File: src/rtl/thermo_pkg.sv
// rtl/thermo_pkg.sv - shared state encoding and width helpers for thermo_expand
package thermo_pkg;

  typedef enum logic [0:0] {
    IDLE = 1'b0,
    SEND = 1'b1
  } state_e;

  localparam logic [0:0] ST_IDLE = 1'b0;
  localparam logic [0:0] ST_SEND = 1'b1;

  function automatic int nch(input int dw, input int cw);
    return dw / cw;
  endfunction

  function automatic int idx_w(input int dw, input int cw);
    int n;
    n = dw / cw;
    return (n > 1) ? $clog2(n) : 1;
  endfunction

  function automatic int cnt_w(input int dw);
    return $clog2(dw + 1);
  endfunction

endpackage

File: src/rtl/thermo_chunk.sv
// rtl/thermo_chunk.sv - combinational saturated mask: bit i set when i < rem
module thermo_chunk
  import thermo_pkg::*;
#(
  parameter int CW   = 64,
  parameter int CNTW = 11
) (
  input  logic [CNTW-1:0] rem,
  output logic [CW-1:0]   mask
);

  for (genvar i = 0; i < CW; i++) begin : g_bit
    assign mask[i] = (rem > CNTW'(i));
  end

endmodule

File: src/rtl/thermo_popcount.sv
// rtl/thermo_popcount.sv - combinational popcount of a W-bit word
module thermo_popcount #(
  parameter int W  = 64,
  parameter int PW = $clog2(W + 1)
) (
  input  logic [W-1:0]  data,
  output logic [PW-1:0] count
);

  always_comb begin
    count = '0;
    for (int i = 0; i < W; i++) begin
      count = count + PW'(data[i]);
    end
  end

endmodule

File: src/rtl/thermo_expand.sv
// rtl/thermo_expand.sv - count to chunked thermometer vector stream
// Optional sticky round-trip self-check enabled by THERMO_EXPAND_CHECK_EN.
module thermo_expand
  import thermo_pkg::*;
#(
  parameter int DW   = 1024,
  parameter int CW   = 64,
  parameter int CNTW = $clog2(DW + 1)
) (
  input  logic                      clk,
  input  logic                      rst_n,
  input  logic                      cnt_valid,
  output logic                      cnt_ready,
  input  logic [CNTW-1:0]           cnt,
  output logic                      out_valid,
  input  logic                      out_ready,
  output logic [CW-1:0]             out_data,
  output logic [idx_w(DW,CW)-1:0]   out_idx,
  output logic                      out_last,
  output logic                      chk_err
);

  localparam int NB = nch(DW, CW);
  localparam int IW = idx_w(DW, CW);

  logic [0:0]      state;
  logic [CNTW-1:0] rem;
  logic [CNTW-1:0] cnt_sat;
  logic [CW-1:0]   mask;
  logic            beat_fire;

  assign cnt_sat   = (cnt > CNTW'(DW)) ? CNTW'(DW) : cnt;
  assign cnt_ready = (state == ST_IDLE);
  assign out_valid = (state == ST_SEND);
  assign out_last  = out_valid && (out_idx == IW'(NB - 1));
  assign beat_fire = out_valid && out_ready;

  thermo_chunk #(.CW(CW), .CNTW(CNTW)) u_chunk (
    .rem  (rem),
    .mask (mask)
  );

  // Gate with state so the data bus reads zero whenever no beat is offered.
  assign out_data = out_valid ? mask : '0;

  always_ff @(posedge clk or negedge rst_n) begin
    if (!rst_n) begin
      state   <= ST_IDLE;
      rem     <= '0;
      out_idx <= '0;
    end else begin
      case (state)
        ST_IDLE: begin
          if (cnt_valid) begin
            rem     <= cnt_sat;
            out_idx <= '0;
            state   <= ST_SEND;
          end
        end
        ST_SEND: begin
          if (out_ready) begin
            rem <= (rem > CNTW'(CW)) ? rem - CNTW'(CW) : '0;
            if (out_last) begin
              out_idx <= '0;
              state   <= ST_IDLE;
            end else begin
              out_idx <= out_idx + IW'(1);
            end
          end
        end
        default: state <= ST_IDLE;
      endcase
    end
  end

`ifdef THERMO_EXPAND_CHECK_EN
  localparam int PW = $clog2(CW + 1);

  logic [PW-1:0]   beat_pc;
  logic [CNTW-1:0] acc;
  logic [CNTW-1:0] kreq;
  logic            err_q;

  thermo_popcount #(.W(CW), .PW(PW)) u_pc (
    .data  (out_data),
    .count (beat_pc)
  );

  always_ff @(posedge clk or negedge rst_n) begin
    if (!rst_n) begin
      acc   <= '0;
      kreq  <= '0;
      err_q <= 1'b0;
    end else if (cnt_valid && cnt_ready) begin
      acc  <= '0;
      kreq <= cnt_sat;
    end else if (beat_fire) begin
      if (out_last) begin
        if (acc + CNTW'(beat_pc) != kreq) begin
          err_q <= 1'b1;
        end
      end else begin
        acc <= acc + CNTW'(beat_pc);
      end
    end
  end

  assign chk_err = err_q;
`else
  assign chk_err = 1'b0;
`endif

endmodule

File: config.mk
export PLATFORM = sky130hd
export DESIGN_NAME = thermo_expand
export DESIGN_NICKNAME = d
export VERILOG_FILES = /design/src/rtl/thermo_pkg.sv /design/src/rtl/thermo_chunk.sv /design/src/rtl/thermo_popcount.sv /design/src/rtl/thermo_expand.sv
export SDC_FILE = /design/constraint.sdc
export NUM_CORES = 1
export LEC_CHECK = 0
export CORE_MARGIN = 2
export CORE_UTILIZATION = 39
export CTS_BUF_LIST = sky130_fd_sc_hd__clkbuf_4 sky130_fd_sc_hd__clkbuf_8 sky130_fd_sc_hd__clkbuf_16
export CTS_CLUSTER_DIAMETER = 80
export DETAILED_ROUTE_END_ITERATION = 8
export PLACE_DENSITY = 0.86
export SYNTH_ARGS = -nofsm -noshare
export SYNTH_HDL_FRONTEND = slang
export SYNTH_SLANG_ARGS = --single-unit
File: constraint.sdc
create_clock -name clk -period 2.1 [get_ports clk]
set_clock_uncertainty 0.05 [all_clocks]
set_input_delay 0.21 -clock clk [delete_from_list [all_inputs] [get_ports clk]]
set_output_delay 0.21 -clock clk [all_outputs]
set_load 0.01 [all_outputs]
==> impl_results.html <==
<table>
<tr><th>Metric</th><th>Value</th></tr>
<tr><th colspan="2">Setup path</th></tr>
<tr><td>Biggest cell delay along the critical path</td><td>0.62 ns</td></tr>
<tr><td>Critical path fanouts, max</td><td>5</td></tr>
<tr><td>CP Buf/Inv Count</td><td>3</td></tr>
<tr><td>Worst setup slack for register-to-register paths</td><td>0.09 ns</td></tr>
<tr><td>Crit start category</td><td>register</td></tr>
<tr><td>R2R Path End</td><td>rem[1]$_DFFE_PN0P_</td></tr>
<tr><td>Cell family with the largest share of critical-path delay</td><td>simple AND/OR/NAND/NOR gates</td></tr>
<tr><td>Worst path slowest cell</td><td>or4_4</td></tr>
<tr><td>Arrival time worst endpoint</td><td>2.32 ns</td></tr>
<tr><td>Critical-path cell list</td><td>or4_4 -&gt; nor4b_4 -&gt; buf_6 -&gt; buf_4 -&gt; a21oi_2 -&gt; nor3_2 -&gt; buf_2</td></tr>
<tr><td>Data required time of the critical path</td><td>1.84 ns</td></tr>
<tr><td>Crit Reg-Reg Startpoint</td><td>rem[0]$_DFFE_PN0P_</td></tr>
<tr><td>FF-to-FF path depth</td><td>6</td></tr>
<tr><td>Worst Setup Path Type</td><td>reg2out</td></tr>
<tr><td>Worst Setup End Kind</td><td>output port</td></tr>
<tr><td>Number of logic stages on the critical path including buffering</td><td>7</td></tr>
<tr><th colspan="2">Synthesis</th></tr>
<tr><td>Post-synthesis sequential element count</td><td>16</td></tr>
<tr><td>Number of synthesis warnings</td><td>0</td></tr>
<tr><td>Number of distinct library cells after synthesis</td><td>59</td></tr>
<tr><td>Post-synth EDFFs</td><td>0</td></tr>
<tr><td>Mean area per synthesized cell</td><td>7.10 um2</td></tr>
<tr><td>Netlist area before placement</td><td>a little over 2000 um2</td></tr>
<tr><td>Async SR Flop Fraction</td><td>1.00</td></tr>
<tr><td>Cells after synthesis</td><td>284</td></tr>
<tr><td>Most used flip-flop cell after synthesis</td><td>dfrtp_1</td></tr>
<tr><td>Post-synth net total</td><td>302</td></tr>
<tr><td>Sequential area share after synthesis</td><td>0.199</td></tr>
<tr><th colspan="2">Route</th></tr>
<tr><td>Iter 0 DRT Violations</td><td>578</td></tr>
<tr><td>DR pass1 iterations</td><td>5</td></tr>
<tr><td>DR WL/cell</td><td>23.8 um</td></tr>
<tr><td>Count of vias placed by the detailed router</td><td>3667</td></tr>
<tr><td>Residual antenna-violating net count after detailed routing</td><td>0</td></tr>
<tr><td>Post-route DRC violation count</td><td>0</td></tr>
<tr><td>Sum of routed wire length over all layers</td><td>12800 um</td></tr>
<tr><td>Drt via density</td><td>6.82</td></tr>
<tr><th colspan="2">STA</th></tr>
<tr><td>Maximum achievable frequency</td><td>just under 0.4 GHz</td></tr>
<tr><td>Final count of hold timing violations</td><td>0</td></tr>
<tr><td>Clock period minus final worst setup slack</td><td>2.58 ns</td></tr>
<tr><td>Final period util</td><td>1.23</td></tr>
<tr><td>Number of setup violations in the final report</td><td>64</td></tr>
<tr><td>Post-Route Setup TNS</td><td>-15.57 ns</td></tr>
<tr><td>Slew headroom</td><td>0.513</td></tr>
<tr><td>Min setup slack post-route</td><td>-0.480 ns</td></tr>
<tr><td>Final Max Slew Viols</td><td>0</td></tr>
<tr><td>Transition time of the tightest slew-check pin</td><td>0.728 ns</td></tr>
<tr><td>Unrepaired setup endpoints after global routing</td><td>true</td></tr>
<tr><th colspan="2">Finish</th></tr>
<tr><td>Area taken by multi-input logic gates</td><td>1950 um2</td></tr>
<tr><td>Post-layout nets</td><td>just under 500</td></tr>
<tr><td>Antenna diode count</td><td>0</td></tr>
<tr><td>Area of all sequential standard cells</td><td>407 um2</td></tr>
<tr><td>Final cell count without fillers</td><td>around 540</td></tr>
<tr><td>Syn-to-layout area delta</td><td>108%</td></tr>
<tr><td>Layout filler cell count</td><td>261</td></tr>
<tr><td>Share of cells above drive strength 1</td><td>0.607</td></tr>
<tr><td>Final design area excluding fillers</td><td>4190 um2</td></tr>
<tr><th colspan="2">Clocking</th></tr>
<tr><td>CTS max path bufs</td><td>2</td></tr>
<tr><td>Root buf cell</td><td>clkbuf_8</td></tr>
<tr><td>TritonCTS Buffers</td><td>3</td></tr>
<tr><td>Sink count of the clock tree</td><td>16</td></tr>
<tr><td>Clock tree from TritonCTS</td><td>done</td></tr>
<tr><td>Post-CTS Hold Fix Bufs</td><td>0</td></tr>
<tr><td>Skew-Pair Late Insertion Delay</td><td>0.25 ns</td></tr>
<tr><td>Deepest level of the CTS H-tree</td><td>1</td></tr>
<tr><td>Reg clk slew, reported paths</td><td>0.07 ns</td></tr>
<tr><th colspan="2">Power and ir drop</th></tr>
<tr><td>Worst vdd rail ir drop</td><td>0.000589 V</td></tr>
<tr><td>Power density normalized to cell area</td><td>around 650 nW/um2</td></tr>
<tr><td>Logic gate share of total power</td><td>0.685</td></tr>
<tr><td>Overall power of the completed layout</td><td>2710 uW</td></tr>
<tr><td>Clock share of power</td><td>0.102</td></tr>
<tr><td>Share of power burned in registers</td><td>0.212</td></tr>
<tr><td>Internal power</td><td>1380 uW</td></tr>
<tr><td>Sw Ratio</td><td>0.489</td></tr>
<tr><td>Leakage power</td><td>0.00175 uW</td></tr>
<tr><td>NetSw</td><td>1320 uW</td></tr>
<tr><th colspan="2">Die</th></tr>
<tr><td>Height of the die</td><td>between 70 and 80 um</td></tr>
<tr><td>Standard cell core area</td><td>approximately 5000 um2</td></tr>
<tr><td>Starting Density</td><td>0.400</td></tr>
<tr><td>Chip width</td><td>75.9 um</td></tr>
<tr><td>Number of ports placed on the die boundary</td><td>87</td></tr>
<tr><td>Die ar.</td><td>5760 um2</td></tr>
<tr><td>Floorplan row count</td><td>26</td></tr>
<tr><th colspan="2">Global routing</th></tr>
<tr><td>Maximum number of pins on one net before global-route repair</td><td>33</td></tr>
<tr><td>Initial antenna violation count</td><td>0</td></tr>
<tr><td>Wire length of the first global-routing pass</td><td>16500 um</td></tr>
<tr><td>Total global routing overflow</td><td>0</td></tr>
<tr><td>Vias in the first global route</td><td>3281</td></tr>
<tr><td>GRT Util Overall</td><td>0.384</td></tr>
<tr><th colspan="2">Place</th></tr>
<tr><td>Dpl cell area</td><td>approximately 3500 um2</td></tr>
<tr><td>DP Cell Count</td><td>498</td></tr>
<tr><td>IO Port Bufs</td><td>85</td></tr>
<tr><td>DP Wirelength</td><td>6680 um</td></tr>
<tr><td>Routability congestion estimate</td><td>0.910</td></tr>
<tr><th colspan="2">Run status</th></tr>
<tr><td>Violations in the final reports</td><td>setup timing</td></tr>
<tr><td>Result of the run</td><td>finished, violations left</td></tr>
<tr><th colspan="2">Run</th></tr>
<tr><td>Count of maximum capacitance violations</td><td>0</td></tr>
<tr><th colspan="2">Hold path</th></tr>
<tr><td>Class of the tightest hold or removal check</td><td>in2async</td></tr>
</table>
==> synth_stat cells (3+ instances only) <==
cell type   n  area (um2)
a31oi_1     3        18.8
nand3_1    12        60.1
nor3b_1     4        30.0
buf_1       3        11.3
nor2_1     35         131
dfrtp_1    16         400
ha_1        3        37.5
o21a_1      7        52.6
clkbuf_1   16        60.1
a311oi_1    3        26.3
a221oi_1   10        87.6
nor3_1     16        80.1
nand4_1     3        18.8
a211oi_1   11        82.6
and3_1      6        37.5
nand2_1    23        86.3
a21oi_1    31         155
a22o_1      7        61.3
a21boi_0    5        37.5
o21ai_0    15        75.1
inv_1       7        26.3
==> how the worst max path moves through the flow <==
stage                              startpoint      endpoint  slack [ns]
after floorplan           rem[10]$_DFFE_PN0P_  out_data[55]        0.01
after global placement    rem[10]$_DFFE_PN0P_  out_data[55]       -0.45
after detailed placement  rem[10]$_DFFE_PN0P_  out_data[55]       -0.47
after CTS                  rem[7]$_DFFE_PN0P_  out_data[34]       -0.39
after global routing       rem[8]$_DFFE_PN0P_  out_data[46]       -0.60
final                     rem[10]$_DFFE_PN0P_  out_data[52]       -0.48
==> layout make-up <==
class                   count  area share
flip-flops and latches     16      0.0971
multi-input cells         236       0.466
well taps                  70      0.0209
clock buffers               4      0.0131
inverters                   8     0.00777
repair buffers            204       0.395
==> layer usage <==
metal | GRT usage | part of all wire
met5 | 0 | 0
met4 | 0.273 | 0.098
met3 | 0.0807 | 0.11
met2 | 0.637 | 0.45
met1 | 0.436 | 0.34
==> repair_timing <==
item | 4_1_cts | 5_1_grt
cloned | 1 | 0
buffers inserted | 26 | 13
pin swaps | 50 | 20
endpoints found under the setup margin | 64 | 64
resized for setup | 365 | 44
==> power groups by stage <==
stage | combinational [uW] | clock [uW] | sequential, uW
floorplan | 690 | 0 | 507
global placement | 1380 | 0 | 526
detailed placement | 1430 | 0 | 537
CTS | 1610 | 273 | 553
global route | 1950 | 298 | 583
finish | 1860 | 277 | 574
==> kinds of logic (layout without fill, tap and decap cells) <==
kind of cell / after synthesis / count (layout) / synth area share
buffers and inverters: 32 / 216 / 0.0701
AOI/OAI and AO/OA: 109 / 109 / 0.369
DFF: 16 / 16 / 0.199
adders and majority gates: 3 / 3 / 0.0186
muxes: 2 / 2 / 0.00993
and+or+nand+nor: 121 / 121 / 0.332
other: 1 / 1 / 0.00186
==> worst reg2reg max path: stages (launching register included) <==
cell	delay, ns
dfrtp_2	0.50
buf_4	0.17
nor3_2	0.21
buf_4	0.29
nand4_2	0.16
a31o_1	0.31
a22o_1	0.21
==> registers in the layout (all words and copies together), names as in the netlist <==
name	flops
out_valid	1
rem	11
out_idx	4
==> placed cells by master (no fill, tap or decap), drive strengths merged, types with 4 or more instances in the layout <==
cell type	Yosys	routed
nor3b	4	4
clkbuf	16	4
a211oi	11	11
and3	6	6
a21oi	31	31
nand4	4	4
nand3	12	12
o21a	7	7
a221oi	11	11
inv	7	7
a22o	7	7
nand2	23	23
buf	8	183
o21ai	15	15
a21boi	5	5
dfrtp	16	16
clkdlybuf4s50	0	21
nor3	18	18
nor2	35	35
==> stage by stage <==
stage          utilization  setup WS [ns]  hold WS (ns)
6_report             0.831         -0.480         0.337
5_1_grt              0.831         -0.602         0.403
4_1_cts              0.771         -0.386         0.369
3_5_place_dp         0.699         -0.466         0.497
3_3_place_gp         0.699         -0.445         0.464
2_1_floorplan            -         0.0124        -0.136
No activity file was read; power rests on OpenSTA's default activity.
